`config.mk`:
```
export PLATFORM = sky130hd
export DESIGN_NAME = sdm
export DESIGN_NICKNAME = d
export VERILOG_FILES = /design/src/rtl/sdm.sv
export SDC_FILE = /design/constraint.sdc
export NUM_CORES = 1
export LEC_CHECK = 0
export CAP_MARGIN = 20
export CELL_PAD_IN_SITES_DETAIL_PLACEMENT = 1
export CELL_PAD_IN_SITES_GLOBAL_PLACEMENT = 2
export CORE_MARGIN = 8
export CORE_UTILIZATION = 35
export CTS_CLUSTER_DIAMETER = 150
export CTS_CLUSTER_SIZE = 24
export DETAILED_ROUTE_END_ITERATION = 10
export HOLD_SLACK_MARGIN = 0.1
export PLACE_DENSITY_LB_ADDON = 0.1
export SYNTH_ARGS = -nofsm -noshare
export SYNTH_HDL_FRONTEND = slang
export SYNTH_SLANG_ARGS = --single-unit
export TNS_END_PERCENT = 100
```
`constraint.sdc`:
```
create_clock -name nsh_clk -period 4.31 [get_ports nsh_clk]
set_input_delay 0.431 -clock nsh_clk [delete_from_list [all_inputs] [get_ports nsh_clk]]
set_output_delay 0.431 -clock nsh_clk [all_outputs]
set_load 0.005 [all_outputs]
```
`src/rtl/sdm.sv`:
```
`default_nettype none
// ============================================================================
//  Module      : sdm
//  Description : Fractional sigma-delta modulator producing a 2-bit output
//                whose long-term mean equals I + F/64 of the 8-bit target
//                s_os. Selectable 1st-order or 2nd-order (MASH 1-1) noise
//                shaping, with an optional thermometer-coded copy of the
//                output.
//  Revision    : 1.0 - initial release
// ============================================================================
module sdm (
   input  logic       nsh_clk,
   input  logic       csr_flb_sdm_en,
   input  logic [7:0] s_os,
   input  logic       csr_flb_sdm_order,
   input  logic       csr_flb_sdm_thrm_en,
   output logic [1:0] os_bin,
   output logic [2:0] os_thrm
);

   localparam logic [2:0] THRM_0 = 3'b000;
   localparam logic [2:0] THRM_1 = 3'b001;
   localparam logic [2:0] THRM_2 = 3'b011;
   localparam logic [2:0] THRM_3 = 3'b111;

   // Integer and fractional parts of the target
   logic [1:0] int_part;
   logic [5:0] frac_part;

   // Accumulator state
   logic [5:0] acc1_q, acc1_d;
   logic [5:0] acc2_q, acc2_d;
   logic       c2_d_q, c2_d_d;

   // Output registers
   logic [1:0] os_bin_q, os_bin_d;
   logic [2:0] os_thrm_q, os_thrm_d;

   // Datapath intermediates
   logic [6:0] sum1;
   logic [6:0] sum2;
   logic       c1;
   logic       c2;
   logic [3:0] y_raw;

   assign int_part  = s_os[7:6];
   assign frac_part = s_os[5:0];

   // Next-state for both modulator stages, output combination and saturation
   always_comb begin
      sum1   = {1'b0, acc1_q} + {1'b0, frac_part};
      c1     = sum1[6];
      acc1_d = sum1[5:0];

      // Stage 2 integrates the stage-1 residue; its carry is differentiated
      // (c2 - c2_d) so that its contribution has zero mean.
      sum2   = {1'b0, acc2_q} + {1'b0, acc1_d};
      acc2_d = 6'd0;
      c2_d_d = 1'b0;
      c2     = 1'b0;
      if (csr_flb_sdm_order) begin
         c2     = sum2[6];
         acc2_d = sum2[5:0];
         c2_d_d = c2;
      end

      // 4-bit two's complement holds the full range I-1 .. I+2 (-1 .. 5).
      // In 1st-order mode c2 and c2_d_q are both zero, so this reduces to I+c1.
      y_raw = {2'b00, int_part} + {3'b000, c1} + {3'b000, c2}
              - {3'b000, (csr_flb_sdm_order & c2_d_q)};

      // Negative values have bit 3 set; 4 and 5 have bit 2 set
      if (y_raw[3]) begin
         os_bin_d = 2'd0;
      end else if (y_raw[2]) begin
         os_bin_d = 2'd3;
      end else begin
         os_bin_d = y_raw[1:0];
      end

      os_thrm_d = THRM_0;
      if (csr_flb_sdm_thrm_en) begin
         case (os_bin_d)
            2'd0:    os_thrm_d = THRM_0;
            2'd1:    os_thrm_d = THRM_1;
            2'd2:    os_thrm_d = THRM_2;
            default: os_thrm_d = THRM_3;
         endcase
      end
   end

   // State and output registers; enable low clears all phase asynchronously
   always_ff @(posedge nsh_clk or negedge csr_flb_sdm_en) begin
      if (!csr_flb_sdm_en) begin
         acc1_q    <= 6'd0;
         acc2_q    <= 6'd0;
         c2_d_q    <= 1'b0;
         os_bin_q  <= 2'd0;
         os_thrm_q <= THRM_0;
      end else begin
         acc1_q    <= acc1_d;
         acc2_q    <= acc2_d;
         c2_d_q    <= c2_d_d;
         os_bin_q  <= os_bin_d;
         os_thrm_q <= os_thrm_d;
      end
   end

   assign os_bin  = os_bin_q;
   assign os_thrm = os_thrm_q;

endmodule
`default_nettype wire

```
## Yosys cells after proc, flatten, opt, wreduce, memory -nomap -nowiden

Cells that the tools add are included.

- Memories: 0
- Memory bits (read-only): 0
- Input bits: 12
- Bits in writable memories: 0
- Latch bits: 0
- Flip-flop bits (word level): 18
- Logic and storage cells: 20
- Output and inout bits: 5

- Shift operators: 0
- Multiply operators: 0
- Div/mod/pow operators: 0
- Add/subtract/negate cells: 5
- Equal/unequal tests: 2
- Multiplexer cells: 6
- Bitwise logic cells: 1
- Reductions and logical operators: 1
- Magnitude comparators: 0

Operators by type and width:

| kind | number |
|---|---|
| $add 6x6->7 | 2 |
| $pmux 3 s3 | 1 |
| $mux 6 | 1 |
| $add 3x1->4 | 1 |
| $mux 2 | 2 |
| $sub 4x1->4 | 1 |
| $add 2x1->3 | 1 |
| $mux 3 | 1 |
| $eq 2x1->1 const B | 1 |
| $eq 2x2->1 const B | 1 |
| $logic_not 2->1 | 1 |
| $and 1x1->1 | 1 |
| $mux 1 | 1 |

## Logic depth before layout (Yosys ltp)

- Depth in word-level cells: 10
- Gate-level depth with buffers: 16
- Mapped depth without buffers: 16

## Worst setup path before layout

Ideal clock, no wire load.

- Path kind: input to register
- Start point: input port s_os[0]
- End point: register os_thrm_q[2], in the netlist os_thrm[2]
- Setup time: 66 ps
- Path slack: 859 ps
- Path buffers: 0
- Data arrival time: 3385 ps
- Stages: 15
- Data required time: 4244 ps
- Cell sequence: ha_1 -> inv_1 -> fa_1 -> xnor2_1 -> ha_1 -> nor2b_4 -> o21a_4 -> o21ai_2 -> a21oi_1 -> fa_1 -> fa_1 -> xnor2_1 -> nor2_1 -> a21oi_1 -> and2_1

- Cells in the longest elaborated chain, start to end: 10
- Elaborated cells on any way between the ends: 13
- Those cells by class: add/sub (5); eq/ne (2); mux (5); reduce/logical (1)

Ends and longest elaborated chain:

| element | RTL line | RTL |
|---|---|---|
| from (decl) | 14 | `input logic [7:0] s_os,` |
| $add 6x6->7 (*) | 51 | `sum1 = {1'b0, acc1_q} + {1'b0, frac_part};` |
| net sum1[2] | 40 | `logic [6:0] sum1;` |
| $add 6x6->7 (*) | 57 | `sum2 = {1'b0, acc2_q} + {1'b0, acc1_d};` |
| $mux 1 (*) | 61 | `if (csr_flb_sdm_order) begin` |
| net c2 | 43 | `logic c2;` |
| $add 3x1->4 (*) | 69 | `y_raw = {2'b00, int_part} + {3'b000, c1} + {3'b000, c2}` |
| $sub 4x1->4 (*) | 70 | `- {3'b000, (csr_flb_sdm_order & c2_d_q)};` |
| $mux 2 | 75 | `end else if (y_raw[2]) begin` |
| $mux 2 (*) | 73 | `if (y_raw[3]) begin` |
| net os_bin_d[0] | 36 | `logic [1:0] os_bin_q, os_bin_d;` |
| $eq 2x2->1 (tied with other cells) | 83 | `case (os_bin_d)` |
| $pmux 3 s3 (*) | 83 |  |
| $mux 3 (*) | 82 | `if (csr_flb_sdm_thrm_en) begin` |
| net os_thrm_d[2] | 37 | `logic [2:0] os_thrm_q, os_thrm_d;` |
| to (signal assigned) | 105 | `os_thrm_q <= os_thrm_d;` |
| to (decl) | 37 |  |

The timed path passes the listed nets; every way through them passes the cells marked *.

## Worst setup path in the final report

Ends and elaborated chain as after synthesis.

==> PnR_summary.wiki <==
{| class="wikitable"
! Metric !! Value
|-
| Initial Utilization || 0.370
|-
| Number of antenna violations at the first check in global routing || 0
|-
| #FFs+latches synth || 18
|-
| Total of fill cells in the finished design || ~340
|-
| Largest buffer count on any clock path || 2
|-
| Vias || approximately 770
|-
| Hold Crit Class || register to register
|-
| Worst Path Arrival || between 4 and 5 ns
|-
| Detailed router's first-iteration violation count || 9
|-
| Worst Skew || 0.00649 ns
|-
| Post-placement cell area || between 1000 and 1500 um^2
|-
| Multi-input logic area || 649 um^2
|-
| Number of primary I/O pins || 17
|-
| Total routing usage reported by global routing || 0.0930
|-
| Vias/cell || 4.72
|-
| Number of diodes added for antenna fixing || 0
|-
| Area added between synthesis and finish || 21.2%
|-
| Share of the synthesized area in the top cell type || 0.396
|-
| Core area || between 3000 and 4000 um^2
|-
| Wire length of the first global-routing pass || between 3000 and 4000 um
|-
| Worst Setup Start Kind || primary input
|-
| Post-CTS Setup Repair Bufs || 0
|-
| Worst path max stage delay || 0.46 ns
|-
| Cells along the critical path || clkdlybuf4s50_1 > ha_1 > inv_1 > fa_1 > xnor2_1 > ha_1 > nor2b_4 > o21a_4 > o21ai_2 > a21oi_1 > fa_1 > fa_1 > xnor2_1 > nor2_1 > a21oi_1 > and2_1
|-
| Setup CP Type || primary input to register
|-
| RePlAce Congestion || about 0.69
|-
| Total Die Area || roughly 5300 um^2
|-
| Total DRC errors in the routed layout || 0
|-
| Count of H-tree levels built during CTS || 1
|-
| Pins Over Slew Limit || 0
|-
| Async set-or-reset flop fraction in the synthesized netlist || 1.00
|-
| Number of core rows || 20
|-
| Detailed-route wire length || approximately 2200 um
|-
| Maximum number of pins on one net before global-route repair || 19
|-
| Synthesized area per cell || around 11 um^2
|-
| Most common cell after layout, fill and taps aside || dfrtp_1
|-
| Post-route cell area || roughly 1400 um^2
|-
| Relative slew slack || 0.454
|-
| Type of destination of the critical path || register
|-
| Leakage power total || 0.000610 uW
|-
| Final number of setup-violating endpoints || 0
|-
| Synth Instances || 99
|-
| Post-route minimum period || about 4 ns
|-
| Via count of the first global-routing pass || roughly 830
|-
| Final worst setup slack || roughly 0.39 ns
|-
| Total of max-cap violations || 0
|-
| Cell types occupying the most area after synthesis || dfrtp_1 (40%), ha_1 (17%), fa_1 (8.8%), xnor2_1 (3.1%), inv_1 (3.0%)
|-
| Inserted Clock Buffers || 3
|-
| Critical Path Fanout Max || 4
|-
| Least-Margin Pin Slew || between 0.8 and 0.9 ns
|-
| Total global routing overflow || 0
|-
| Number of flops mapped to enable cells by yosys || 0
|-
| Post-synthesis cell type count || 31
|-
| Count of final hold-check violations || 0
|-
| Highest-count cells in the layout ignoring fill and taps || dfrtp_1 (18), clkdlybuf4s50_1 (16), ha_1 (15)
|-
| Warnings, synthesis || 0
|-
| Fraction of layout cells with a size suffix above 1 || 0.0932
|-
| Total standard cell area after synthesis || approximately 1100 um^2
|-
| Largest voltage drop on the vdd net || roughly 0.31 mV
|-
| Final ANT Viol Nets || 0
|-
| Post-detailed-placement half-perimeter wirelength || about 1900 um
|-
| Post-synthesis cell type with the largest combined area || dfrtp_1
|-
| RSZ-0062 raised after global routing || false
|-
| Quantity of hold-fixing buffers added after cts || 0
|-
| Die extent in y || ~73 um
|-
| Dpl ws || between 0.02 and 0.03 ns
|-
| Die Width || ~73 um
|-
| Post-route fraction of the period consumed by the critical path || 0.910
|-
| Maximum clock frequency || between 0.2 and 0.3 GHz
|-
| Setup TNS after final layout || 0 ns
|-
| Nets in the synthesized netlist || between 100 and 150
|-
| Prevailing post-synth register cell || dfrtp_1
|-
| Clock root buffer master || clkbuf_4
|-
| Clock slew seen by the registers of the worst setup and hold paths || 0.10 ns
|-
| Post-DR wirelength/cell || between 10 and 15 um
|-
| TritonCTS Sinks || 18
|-
| Required time of the critical path || approximately 4.5 ns
|-
| Number of detailed-route iterations in the first pass || 4
|-
| Slowest cell on the critical path || clkdlybuf4s50_1
|-
| Post-CTS Resized || 0
|-
| Clock insertion delay at the later pin of the skew report || between 0.2 and 0.3 ns
|-
| Port buffer count || 16
|-
| Register area || between 400 and 500 um^2
|-
| TritonCTS clock tree || done
|-
| Sequential element share of the synthesized area || 0.396
|-
| Outcome || finished, final reports clean
|-
| Final-stage net count || 152
|-
| Most frequent cell on the critical path || fa_1
|-
| Power Density || between 700 and 800 nW/um^2
|}
## layout make-up
type | instances | share of cell area
clock buffers | 3 | 0.0163
inverters | 9 | 0.0245
multi-input cells | 71 | 0.471
flip-flops and latches | 18 | 0.327
well taps | 44 | 0.0399
repair buffers | 17 | 0.122
## metal layers
layer,global-route usage,vias to the layer above,share of wire
li1,-,384,-
met1,0.124,372,0.49
met2,0.136,7,0.46
met3,0.0165,2,0.024
met4,0.0533,0,0.017
met5,0,-,0
## flip-flops by register name (all words and copies together) (netlist names)
name	flops
acc1_q	6
acc2_q	6
c2_d_q	1
os_bin	2
os_thrm	3
## through the flow
step / hold WS (ns) / util / std cells / power [uW]
5_1_grt: 0.558 / 0.448 / 162 / 1180
6_report: 0.527 / 0.448 / 162 / 1060
3_5_place_dp: 0.518 / 0.441 / 159 / 999
2_1_floorplan: 0.135 / - / 99 / 799
3_3_place_gp: 0.511 / 0.441 / 159 / 963
4_1_cts: 0.541 / 0.448 / 162 / 1080
## synthesized netlist by cell type, drive strengths merged, types with 3 or more instances
cell type,count
dfrtp,18
ha,15
inv,9
a21oi,6
o21ai,6
fa,5
nor2,5
and2,4
xnor2,4
a211oi,3
nor2b,3
## critical path, delay by kind of cell
kind / cells / cell delay, ns
compound gates: 4 / 0.68
xor+xnor: 2 / 0.39
fa+ha+maj: 5 / 1.76
buf+inv: 2 / 0.52
simple gates: 3 / 0.37
## path summary, 6_finish.rpt
path | cells past startpoint | startpoint | end | slack, ns
hold reg to reg | 1 | acc1_q[0]$_DFF_PN0_ | acc1_q[0]$_DFF_PN0_ | 0.53
min in group asynchronous | 1 | csr_flb_sdm_en | acc2_q[0]$_DFF_PN0_ | 0.61
setup reg to reg | 15 | acc1_q[0]$_DFF_PN0_ | os_thrm[2]$_DFF_PN0_ | 0.66
hold / removal | 1 | acc1_q[0]$_DFF_PN0_ | acc1_q[0]$_DFF_PN0_ | 0.53
setup / recovery | 16 | s_os[0] | os_thrm[2]$_DFF_PN0_ | 0.39
max in group asynchronous | 1 | csr_flb_sdm_en | os_bin[0]$_DFF_PN0_ | 3.19
## where the power goes
part / switching [uW] / internal (uW)
sequential: 23.4 / 248
combinational: 360 / 352
clock: 46.4 / 32.4
## logic make-up after synthesis
family | count (synthesis) | share of synthesized area
fa+ha+maj | 20 | 0.253
buf+inv | 10 | 0.0330
simple gates | 24 | 0.142
xor+xnor | 4 | 0.0308
flops | 18 | 0.396
compound gates | 23 | 0.145
Note: power is estimated with default switching activity, not from simulation.
